==> config.mk <==
export PLATFORM = sky130hd
export DESIGN_NAME = morph_ctrl_flat
export DESIGN_NICKNAME = d
export VERILOG_FILES = /design/src/rtl/morph_pkg.sv /design/src/rtl/morph_ctrl_if.sv /design/src/rtl/sync_edge_det.sv /design/src/rtl/morph_ctrl.sv /design/src/flat_wrapper.sv
export SDC_FILE = /design/constraint.sdc
export NUM_CORES = 1
export LEC_CHECK = 0
export BUFFER_PORTS_ARGS = -buffer_cell sky130_fd_sc_hd__buf_2
export CAP_MARGIN = 10
export CORE_MARGIN = 2
export CORE_UTILIZATION = 25
export CTS_CLUSTER_SIZE = 40
export DETAILED_ROUTE_END_ITERATION = 12
export SLEW_MARGIN = 20
export SYNTH_ARGS = -nofsm -noshare
export SYNTH_HDL_FRONTEND = slang
export SYNTH_SLANG_ARGS = --single-unit
==> constraint.sdc <==
create_clock -name clk -period 1.82 [get_ports clk]
set_input_delay 0.546 -clock clk [delete_from_list [all_inputs] [get_ports clk]]
set_output_delay 0.546 -clock clk [all_outputs]
set_load 0.03 [all_outputs]
==> src/rtl/morph_pkg.sv <==
// Shared definitions for the binary morphology control path: mode
// encodings, sequencer states and default frame geometry.
package morph_pkg;

    localparam logic [1:0] MORPH_BYPASS = 2'b00;
    localparam logic [1:0] MORPH_ERODE  = 2'b01;
    localparam logic [1:0] MORPH_DILATE = 2'b10;

    localparam int MORPH_H_ACTIVE_DEF = 480;
    localparam int MORPH_V_ACTIVE_DEF = 272;

    typedef enum logic [1:0] {
        IDLE    = 2'd0,
        WAIT_DE = 2'd1,
        ACTIVE  = 2'd2,
        HBLANK  = 2'd3
    } morph_state_e;

    // The reserved encoding 11 runs the datapath as bypass.
    function automatic logic [1:0] morph_sanitize_mode(input logic [1:0] mode);
        return (mode == MORPH_ERODE || mode == MORPH_DILATE) ? mode : MORPH_BYPASS;
    endfunction

endpackage

==> src/rtl/morph_ctrl_if.sv <==
// Sync/stream-side bundle between the threshold stage, morph_ctrl and the
// morphology datapath. master = sync source, slave = morph_ctrl.
interface morph_ctrl_if;
    logic       in_vs;
    logic       in_hs;
    logic       in_de;
    logic [1:0] op_mode;
    logic       lb_clken;
    logic       win_valid;

    modport master (
        output in_vs, in_hs, in_de,
        input  op_mode, lb_clken, win_valid
    );

    modport slave (
        input  in_vs, in_hs, in_de,
        output op_mode, lb_clken, win_valid
    );
endinterface

==> src/rtl/sync_edge_det.sv <==
// Edge detector for a sync input: normalises polarity, keeps one cycle of
// registered history and reports assertion/deassertion edges combinationally
// against that history.
module sync_edge_det #(
    parameter bit POL = 1'b1
) (
    input  logic clk,
    input  logic rst_n,
    input  logic sig,
    output logic level,
    output logic rise,
    output logic fall
);
    logic prev_reg;

    assign level = (sig == POL);
    assign rise  = level & ~prev_reg;
    assign fall  = ~level & prev_reg;

    // One-cycle history of the normalised level; starts inactive.
    always_ff @(posedge clk or negedge rst_n) begin
        if (!rst_n) begin
            prev_reg <= 1'b0;
        end else begin
            prev_reg <= level;
        end
    end
endmodule

==> src/rtl/morph_ctrl.sv <==
// Frame/line sequencer for the 3x3 morphology stage. Tracks pixel position
// from in_vs/in_de, gates the line buffers, flags full 3x3 windows and
// commits the requested mode at each frame start.
// Optional: define MORPH_CTRL_STATS_EN to add 16-bit saturating counters
// stat_frames, stat_line_errs and stat_frame_errs.
module morph_ctrl
    import morph_pkg::*;
#(
    parameter int H_ACTIVE = MORPH_H_ACTIVE_DEF,
    parameter int V_ACTIVE = MORPH_V_ACTIVE_DEF,
    parameter int CNT_W    = 11,
    parameter bit VS_POL   = 1'b1
) (
    input  logic             clk,
    input  logic             rst_n,
    morph_ctrl_if.slave      bus,
    input  logic [1:0]       cfg_mode,
    input  logic             cfg_wr,
    output logic [CNT_W-1:0] col_cnt,
    output logic [CNT_W-1:0] row_cnt,
    output logic             frame_start,
    output logic             frame_done,
    output logic             line_err,
    output logic             frame_err
`ifdef MORPH_CTRL_STATS_EN
    ,
    output logic [15:0]      stat_frames,
    output logic [15:0]      stat_line_errs,
    output logic [15:0]      stat_frame_errs
`endif
);
    localparam logic [CNT_W-1:0] CNT_MAX = '1;
    localparam logic [CNT_W-1:0] H_LAST  = CNT_W'(H_ACTIVE - 1);
    localparam logic [CNT_W-1:0] V_LINES = CNT_W'(V_ACTIVE);
    localparam logic [CNT_W-1:0] WIN_MIN = CNT_W'(2);

    morph_state_e     state_reg;
    logic [CNT_W-1:0] col_cnt_reg;
    logic [CNT_W-1:0] row_cnt_reg;
    logic [1:0]       pending_reg;
    logic [1:0]       op_mode_reg;
    logic             win_valid_reg;
    logic             frame_start_reg;
    logic             frame_done_reg;
    logic             line_err_reg;
    logic             frame_err_reg;

    logic             vs_level, vs_rise, vs_fall;
    logic             de_level, de_rise, de_fall;

    sync_edge_det #(.POL(VS_POL)) u_vs_det (
        .clk   (clk),
        .rst_n (rst_n),
        .sig   (bus.in_vs),
        .level (vs_level),
        .rise  (vs_rise),
        .fall  (vs_fall)
    );

    sync_edge_det #(.POL(1'b1)) u_de_det (
        .clk   (clk),
        .rst_n (rst_n),
        .sig   (bus.in_de),
        .level (de_level),
        .rise  (de_rise),
        .fall  (de_fall)
    );

    // Lines are delimited by in_de alone; hsync and the vs level are not needed.
    logic unused_sync;
    assign unused_sync = ^{bus.in_hs, vs_level, vs_fall};

    logic             in_frame;
    logic             first_pix;
    logic [CNT_W-1:0] col_pos;
    logic [CNT_W-1:0] row_inc;
    logic [CNT_W-1:0] row_at_vs;
    logic             win_next;

    // Position of the pixel sampled this cycle and the saturating row step.
    always_comb begin
        in_frame  = (state_reg != IDLE);
        first_pix = (state_reg == WAIT_DE) || (state_reg == HBLANK);
        if (first_pix) begin
            col_pos = '0;
        end else if (col_cnt_reg == CNT_MAX) begin
            col_pos = CNT_MAX;
        end else begin
            col_pos = col_cnt_reg + CNT_W'(1);
        end
        row_inc   = (row_cnt_reg == CNT_MAX) ? CNT_MAX : row_cnt_reg + CNT_W'(1);
        // A line that ends in the same cycle as the vs edge still counts.
        row_at_vs = (state_reg == ACTIVE && de_fall) ? row_inc : row_cnt_reg;
        win_next  = (col_pos >= WIN_MIN) && (row_cnt_reg >= WIN_MIN);
    end

    // Sequencer FSM with all registered outputs and the mode registers.
    always_ff @(posedge clk or negedge rst_n) begin
        if (!rst_n) begin
            state_reg       <= IDLE;
            col_cnt_reg     <= '0;
            row_cnt_reg     <= '0;
            pending_reg     <= MORPH_BYPASS;
            op_mode_reg     <= MORPH_BYPASS;
            win_valid_reg   <= 1'b0;
            frame_start_reg <= 1'b0;
            frame_done_reg  <= 1'b0;
            line_err_reg    <= 1'b0;
            frame_err_reg   <= 1'b0;
        end else begin
            win_valid_reg   <= 1'b0;
            frame_start_reg <= 1'b0;
            frame_done_reg  <= 1'b0;
            line_err_reg    <= 1'b0;
            frame_err_reg   <= 1'b0;

            // The commit below reads the old pending value, so a write in the
            // vs-edge cycle lands one frame later.
            if (cfg_wr) begin
                pending_reg <= cfg_mode;
            end

            if (vs_rise) begin
                if (state_reg == ACTIVE || state_reg == HBLANK) begin
                    frame_done_reg <= 1'b1;
                    frame_err_reg  <= (row_at_vs != V_LINES);
                end
                frame_start_reg <= 1'b1;
                op_mode_reg     <= morph_sanitize_mode(pending_reg);
                col_cnt_reg     <= '0;
                row_cnt_reg     <= '0;
                state_reg       <= WAIT_DE;
            end else begin
                case (state_reg)
                    IDLE: begin
                        state_reg <= IDLE;
                    end
                    WAIT_DE: begin
                        if (de_level) begin
                            state_reg     <= ACTIVE;
                            col_cnt_reg   <= col_pos;
                            win_valid_reg <= win_next;
                        end
                    end
                    ACTIVE: begin
                        if (de_level) begin
                            col_cnt_reg   <= col_pos;
                            win_valid_reg <= win_next;
                        end else if (de_fall) begin
                            state_reg    <= HBLANK;
                            line_err_reg <= (col_cnt_reg != H_LAST);
                            col_cnt_reg  <= '0;
                            row_cnt_reg  <= row_inc;
                        end
                    end
                    HBLANK: begin
                        if (de_rise) begin
                            state_reg     <= ACTIVE;
                            col_cnt_reg   <= col_pos;
                            win_valid_reg <= win_next;
                        end
                    end
                    default: begin
                        state_reg <= IDLE;
                    end
                endcase
            end
        end
    end

    assign bus.lb_clken  = de_level & in_frame;
    assign bus.win_valid = win_valid_reg;
    assign bus.op_mode   = op_mode_reg;
    assign col_cnt       = col_cnt_reg;
    assign row_cnt       = row_cnt_reg;
    assign frame_start   = frame_start_reg;
    assign frame_done    = frame_done_reg;
    assign line_err      = line_err_reg;
    assign frame_err     = frame_err_reg;

`ifdef MORPH_CTRL_STATS_EN
    logic [2:0] stat_evt;
    assign stat_evt = {frame_err_reg, line_err_reg, frame_done_reg};

    for (genvar gi = 0; gi < 3; gi++) begin : g_stat
        logic [15:0] cnt_reg;
        // Saturating event counter, one per statistic.
        always_ff @(posedge clk or negedge rst_n) begin
            if (!rst_n) begin
                cnt_reg <= '0;
            end else if (stat_evt[gi] && cnt_reg != 16'hFFFF) begin
                cnt_reg <= cnt_reg + 16'd1;
            end
        end
    end

    assign stat_frames     = g_stat[0].cnt_reg;
    assign stat_line_errs  = g_stat[1].cnt_reg;
    assign stat_frame_errs = g_stat[2].cnt_reg;
`endif

endmodule

==> src/flat_wrapper.sv <==
// flat-port wrapper written by rule: the top's interface ports become plain ports
module morph_ctrl_flat import morph_pkg::*;
#(
    parameter int H_ACTIVE = MORPH_H_ACTIVE_DEF,
    parameter int V_ACTIVE = MORPH_V_ACTIVE_DEF,
    parameter int CNT_W    = 11,
    parameter bit VS_POL   = 1'b1
)
  (clk, rst_n, cfg_mode, cfg_wr, col_cnt, row_cnt, frame_start, frame_done, line_err, frame_err, bus_in_vs, bus_in_hs, bus_in_de, bus_op_mode, bus_lb_clken, bus_win_valid);
  morph_ctrl_if bus_i ();
  input  logic clk;
  input  logic rst_n;
  input  logic [1:0] cfg_mode;
  input  logic cfg_wr;
  output logic [CNT_W-1:0] col_cnt;
  output logic [CNT_W-1:0] row_cnt;
  output logic frame_start;
  output logic frame_done;
  output logic line_err;
  output logic frame_err;
  input wire logic [$bits(bus_i.in_vs)-1:0] bus_in_vs;
  input wire logic [$bits(bus_i.in_hs)-1:0] bus_in_hs;
  input wire logic [$bits(bus_i.in_de)-1:0] bus_in_de;
  output wire logic [$bits(bus_i.op_mode)-1:0] bus_op_mode;
  output wire logic [$bits(bus_i.lb_clken)-1:0] bus_lb_clken;
  output wire logic [$bits(bus_i.win_valid)-1:0] bus_win_valid;
  assign bus_i.in_vs = bus_in_vs;
  assign bus_i.in_hs = bus_in_hs;
  assign bus_i.in_de = bus_in_de;
  assign bus_op_mode = bus_i.op_mode;
  assign bus_lb_clken = bus_i.lb_clken;
  assign bus_win_valid = bus_i.win_valid;
  morph_ctrl #(.H_ACTIVE(H_ACTIVE), .V_ACTIVE(V_ACTIVE), .CNT_W(CNT_W), .VS_POL(VS_POL)) u_core (.clk(clk), .rst_n(rst_n), .bus(bus_i), .cfg_mode(cfg_mode), .cfg_wr(cfg_wr), .col_cnt(col_cnt), .row_cnt(row_cnt), .frame_start(frame_start), .frame_done(frame_done), .line_err(line_err), .frame_err(frame_err));
endmodule
==> results.toml, run 1 <==
[status]
outcome = "complete, but fails checks"
violations = "negative setup slack"

[yosys]
ys_types = 48
synth.net_count = 249
synth_area_mm2 = 0.002096
synth_edf_count = 0
syn-mean-instance-area_um2 = 8.995
netlist.area_leader.share_pct = 41.79
yosys_most_used_dff = "dfrtp_1"
ys_async_sr_fraction_pct = 100.0
synth-seq-cells = 35
syn_inst = 233
yosys.area.top_type = "dfrtp_1"
synth.area.top_cells = "dfrtp_1 (42%), ha_1 (4.8%), a21oi_1 (4.5%), nor2_1 (3.9%), nand2_1 (3.4%)"
ys_seq_area_share_pct = 41.79
synth_warnings = 0

[final_layout]
drive_above_1_share_pct = 43.17
final_cells = 420
layout_commonest_cell = "buf_4"
utilization_pct = 37.42
final_cell_mix = "buf_4 (49), buf_2 (35), dfrtp_1 (28)"
fin_nets = 330
insertedDiodeCount = 0
area_delta_synth_final_pct = 45.97

[routing]
drtIter0Drc = 130
totalWireLength_mm = 6.450
wire_per_inst_um = 15.36
num_vias = 2140
ant_nets = 0
drt_drc_violations_left = 0
via_per_inst = 5.095
dr.pass1.iters = 4

[setup_path]
required_ns = 1.99
cp-start-kind = "register"
end_kind = "register"
worstPathMaxFanout = 7
path_class = "register to register"
worst_ep_arrival_time_ns = 2.05

[placement]
placed_cells_incl_taps = 400
place_hpwl_mm = 4.328
numPortBuffers = 36
gp_congestion = 0.8806

[sta]
skew_ns = 0.01298
fmax_mhz = 532.6
slew_viol_final = 0
finalWorstSetupSlack_ns = -0.05773
hold_viol = 0
grt_setup_unrepaired = "true"
timing.hold.ws_ns = 0.1849
finalSetupViolations = 2
relSlewSlack_pct = 69.34
fin_crit_sh_pct = 103.2
fin_crit_ns = 1.878
worst_pin_slew_ns = 0.4594

[power_and_ir_drop]
leakage_nw = 1.405
power.density_mw_per_mm2 = 1232
irDropWorstVdd_uv = 580.8

[global_routing]
grt_pass1_wl_mm = 9.832
grt_pass1_vias = 2021
grt_overflow_total = 0
antenna_found_initial = 0
track_usage_pct = 13.72
grt_max_degree = 22

[cts]
htreeDepth = 2
cts.sinks = 35
cts_tree = "done"
cts_buffers = 5
cts-root-buf = "clkbuf_8"
insertion_delay_ns = 0.29
path_clk_slew_ns = 0.08
cts.path.max_buffers = 2
ctsHoldBuffers = 0

[die]
die_h_um = 95.56
core_area_mm2 = 0.008175
ios = 38
dieWidth_um = 95.56
start_util_pct = 25.64
die_area_mm2 = 0.009132
num_rows = 33

[job]
max-cap-violations = 0

[worst_hold_path]
hp-class = "primary input to async pin"
[worst paths after layout]
kind | from | to | slack (ns) | cells past startpoint
max in group asynchronous | rst_n | u_core.row_cnt[4] | 1.17 | 2
min reg2reg | u_core.bus.op_mode[1] | u_core.bus.op_mode[1] | 0.48 | 2
min | rst_n | u_core.col_cnt[4] | 0.18 | 1
min in group clk | bus_in_vs | u_core.u_vs_det.prev_reg | 0.38 | 1
max | u_core.state_reg[1] | u_core.frame_err | -0.06 | 6
max reg2reg | u_core.state_reg[1] | u_core.frame_err | -0.06 | 6
[layout make-up]
| cell class | instances | area [um^2] |
|---|---|---|
| clock buffers | 7 | 76.32 |
| clock inverters | 1 | 30.03 |
| fillers | 843 | 5116 |
| inverters | 8 | 30.03 |
| multi-input cells | 175 | 1303 |
| flip-flops and latches | 35 | 884.6 |
| well taps | 105 | 131.4 |
| repair buffers | 89 | 604.3 |
[synth_stat cells (4+ instances only)]
cell type and number:
dfrtp_1 35, nor2_1 22, a21oi_1 19, nand2_1 19, nor3_1 11, a31oi_1 10
o21ai_0 9, ha_1 8, inv_1 8, nand3_1 8, clkbuf_1 7, buf_2 6
nor2b_1 5, xnor2_1 5, a41oi_1 4, nand2b_1 4, nand4_1 4, nor4_1 4
[logic make-up (layout without fill, tap and decap cells)]
kind of cell    count (synthesis)  in the layout  share of synthesized area, %
flops                          35             35                         41.79
xor+xnor                        6              6                         2.507
compound gates                 64             64                         20.24
buf+inv                        23            105                         4.717
mux                             2              2                         1.075
fa+ha+maj                       8              8                         4.776
simple gates                   95             95                         24.90
[per-layer routing]
layer | wire length (um) | vias up | global-route usage (%)
li1 | - | 1016 | -
met1 | 2757 | 1039 | 18.14
met2 | 3142 | 73 | 22.49
met3 | 421 | 12 | 2.925
met4 | 129 | 0 | 4.048
met5 | 0 | - | 0
[metrics by stage]
stage               setup TNS, ns  setup WS, ns  total power [mW]  cell area, um^2
finish                   -0.05792      -0.05773             3.770             3059
global route              -0.4208      -0.09715             4.038             3059
CTS                             0      0.002061             3.438             2863
detailed placement        -0.6585       -0.1040             2.562             2680
global placement          -0.2553      -0.08441             2.538             2680
floorplan                       0      0.003915             1.979             2127
[repair_timing]
action                                 CTS  global route
endpoints found under the hold margin    0             0
cloned                                   0             1
gates resized for setup                 11            27
pin swaps                                0             7
buffers inserted                         4             7
setup endpoints to repair               12            17
[where the power goes]
part	internal (mW)	switching, mW	total [mW]
sequential	0.878	0.101	0.978
combinational	0.968	1.13	2.09
clock	0.410	0.287	0.698
[worst max-delay path: stages, from the launching register on]
cell and delay (ns):
dfrtp_2 0.45, ha_4 0.21, and3b_2 0.24, a41oi_1 0.32
a21o_1 0.18, nand2_1 0.07, o31a_1 0.29
No activity file was read; power rests on OpenSTA's default activity.
==> inputs of run 2 (changes only) <==
--- a/config.mk
+++ b/config.mk
@@ -7,6 +7,7 @@
 export LEC_CHECK = 0
 export BUFFER_PORTS_ARGS = -buffer_cell sky130_fd_sc_hd__buf_2
 export CAP_MARGIN = 10
+export CORE_ASPECT_RATIO = 0.75
 export CORE_MARGIN = 2
 export CORE_UTILIZATION = 25
 export CTS_CLUSTER_SIZE = 40
==> results.toml, run 2 (synthesis gave the netlist of run 1 again) <==
[setup_path]
cp-start-kind = "register"
worstReg2RegStart = "u_core.state_reg[0]"
required_ns = 1.27
path_class = "register to output pin"
worstPathMaxFanout = 3
end_kind = "output pin"
ff2ff_path_depth = 9
r2r_end = "u_core.col_cnt[8]"
setup.worst_path.end = "bus_lb_clken"
worst_ep_arrival_time_ns = 1.24
setup.worst_path.start = "u_core.state_reg[0]"
r2r_setup_slack_ns = 0.03

[status]
outcome = "complete, no violations"

[power_and_ir_drop]
p_int_mw = 1.990
power.density_mw_per_mm2 = 1196
irDropWorstVdd_uv = 482.6
seq_power_share_pct = 28.2
leakage_nw = 1.294
clock_power_share_pct = 16.9
p_sw_share_pct = 42.75
power.switching_mw = 1.486
combinationalPowerShare_pct = 55.0

[cts]
cts_buffers = 5
cts.path.max_buffers = 2
cts-root-buf = "clkbuf_8"
cts_tree = "done"
cts.sinks = 35
htreeDepth = 2
path_clk_slew_ns = 0.08
insertion_delay_ns = 0.29

[sta]
fin_crit_ns = 1.790
worst_pin_slew_ns = 0.4061
relSlewSlack_pct = 72.90
grt_setup_unrepaired = "true"
slew_viol_final = 0
hold_viol = 0
skew_ns = 0.006698
fmax_mhz = 558.6
timing.hold.ws_ns = 0.1752
finalSetupViolations = 0
fin_crit_sh_pct = 98.36
finalSetupTns_ns = 0

[die]
num_rows = 28
die_area_mm2 = 0.009139
die_h_um = 83.29
ios = 38
dieWidth_um = 109.7
start_util_pct = 26.12
core_area_mm2 = 0.008023

[routing]
wire_per_inst_um = 14.67
dr.pass1.iters = 4
totalWireLength_mm = 5.942
via_per_inst = 5.052
drtIter0Drc = 108
ant_nets = 0
num_vias = 2046
drt_drc_violations_left = 0

[global_routing]
met3_usage_pct = 3.061
grt.met2_usage_pct = 17.73
grt_pass1_wl_mm = 9.673
grt_overflow_total = 0
track_usage_pct = 13.13
grt_pass1_vias = 1889
antenna_found_initial = 0
grt_max_degree = 22
busiest_layer = "met1"
use_met1_pct = 20.93

[final_layout]
fin_nets = 315
finish.instance_area_mm2 = 0.002905
drive_above_1_share_pct = 39.00
area_delta_synth_final_pct = 38.63
insertedDiodeCount = 0
final_cell_mix = "buf_2 (35), buf_4 (35), dfrtp_1 (29)"

[placement]
place_hpwl_mm = 4.367
numPortBuffers = 36
gp_congestion = 0.8631
placed_area_mm2 = 0.002633

[job]
max-cap-violations = 0

[worst_hold_path]
hp-class = "primary input to async pin"
[run 2: critical path: stages, from the launching register on]
cell	delay, ns
dfrtp_1	0.37
inv_2	0.07
buf_6	0.12
ha_4	0.15
nor2b_4	0.12
buf_6	0.14
[run 2: repair_timing]
item | in CTS | in global routing
pin swaps | 1 | 2
setup endpoints to repair | 3 | 9
buffers inserted | 3 | 2
hold buffers | 0 | 0
resized for setup | 9 | 20
[run 2: stage by stage]
stage               power (mW)  util [%]  worst slack (ns)  instances
floorplan                1.979         -          0.003915        233
global placement         2.538     32.81          -0.03610        392
detailed placement       2.546     32.81          -0.06808        392
CTS                      3.235     34.58          0.001622        403
global route             3.716     36.21          -0.04867        405
finish                   3.476     36.21           0.02986        405
[run 2: power by group through the flow]
stage	clock [mW]	sequential [mW]	combinational, mW
after floorplan	0	1.10	0.877
after global placement	0	0.992	1.55
after detailed placement	0	0.991	1.55
after CTS	0.605	0.973	1.66
after global routing	0.639	0.997	2.08
final	0.586	0.979	1.91
[run 2: worst min path at each step]
stage,from,end,depth (start not counted)
final,rst_n,u_core.frame_done,1
after floorplan,rst_n,u_core.bus.op_mode[0],0
after global routing,rst_n,u_core.pending_reg[1],1
after detailed placement,u_core.bus.op_mode[1],u_core.bus.op_mode[1],2
after CTS,rst_n,u_core.u_vs_det.prev_reg,1
after global placement,u_core.bus.op_mode[1],u_core.bus.op_mode[1],2
[run 2: area by class of cell]
type | count | area (um^2)
clock inverters | 3 | 20.02
multi-input cells | 175 | 1271
fillers | 801 | 5117
well taps | 105 | 131.4
flip-flops and latches | 35 | 883.3
clock buffers | 5 | 68.82
repair buffers | 74 | 500.5
inverters | 8 | 30.03
[run 2: metal layers]
metal  wire length, um  up-vias
li1                  -      986
met1              2815      971
met2              2601       83
met3               478        6
met4                46        0
met5                 0        -
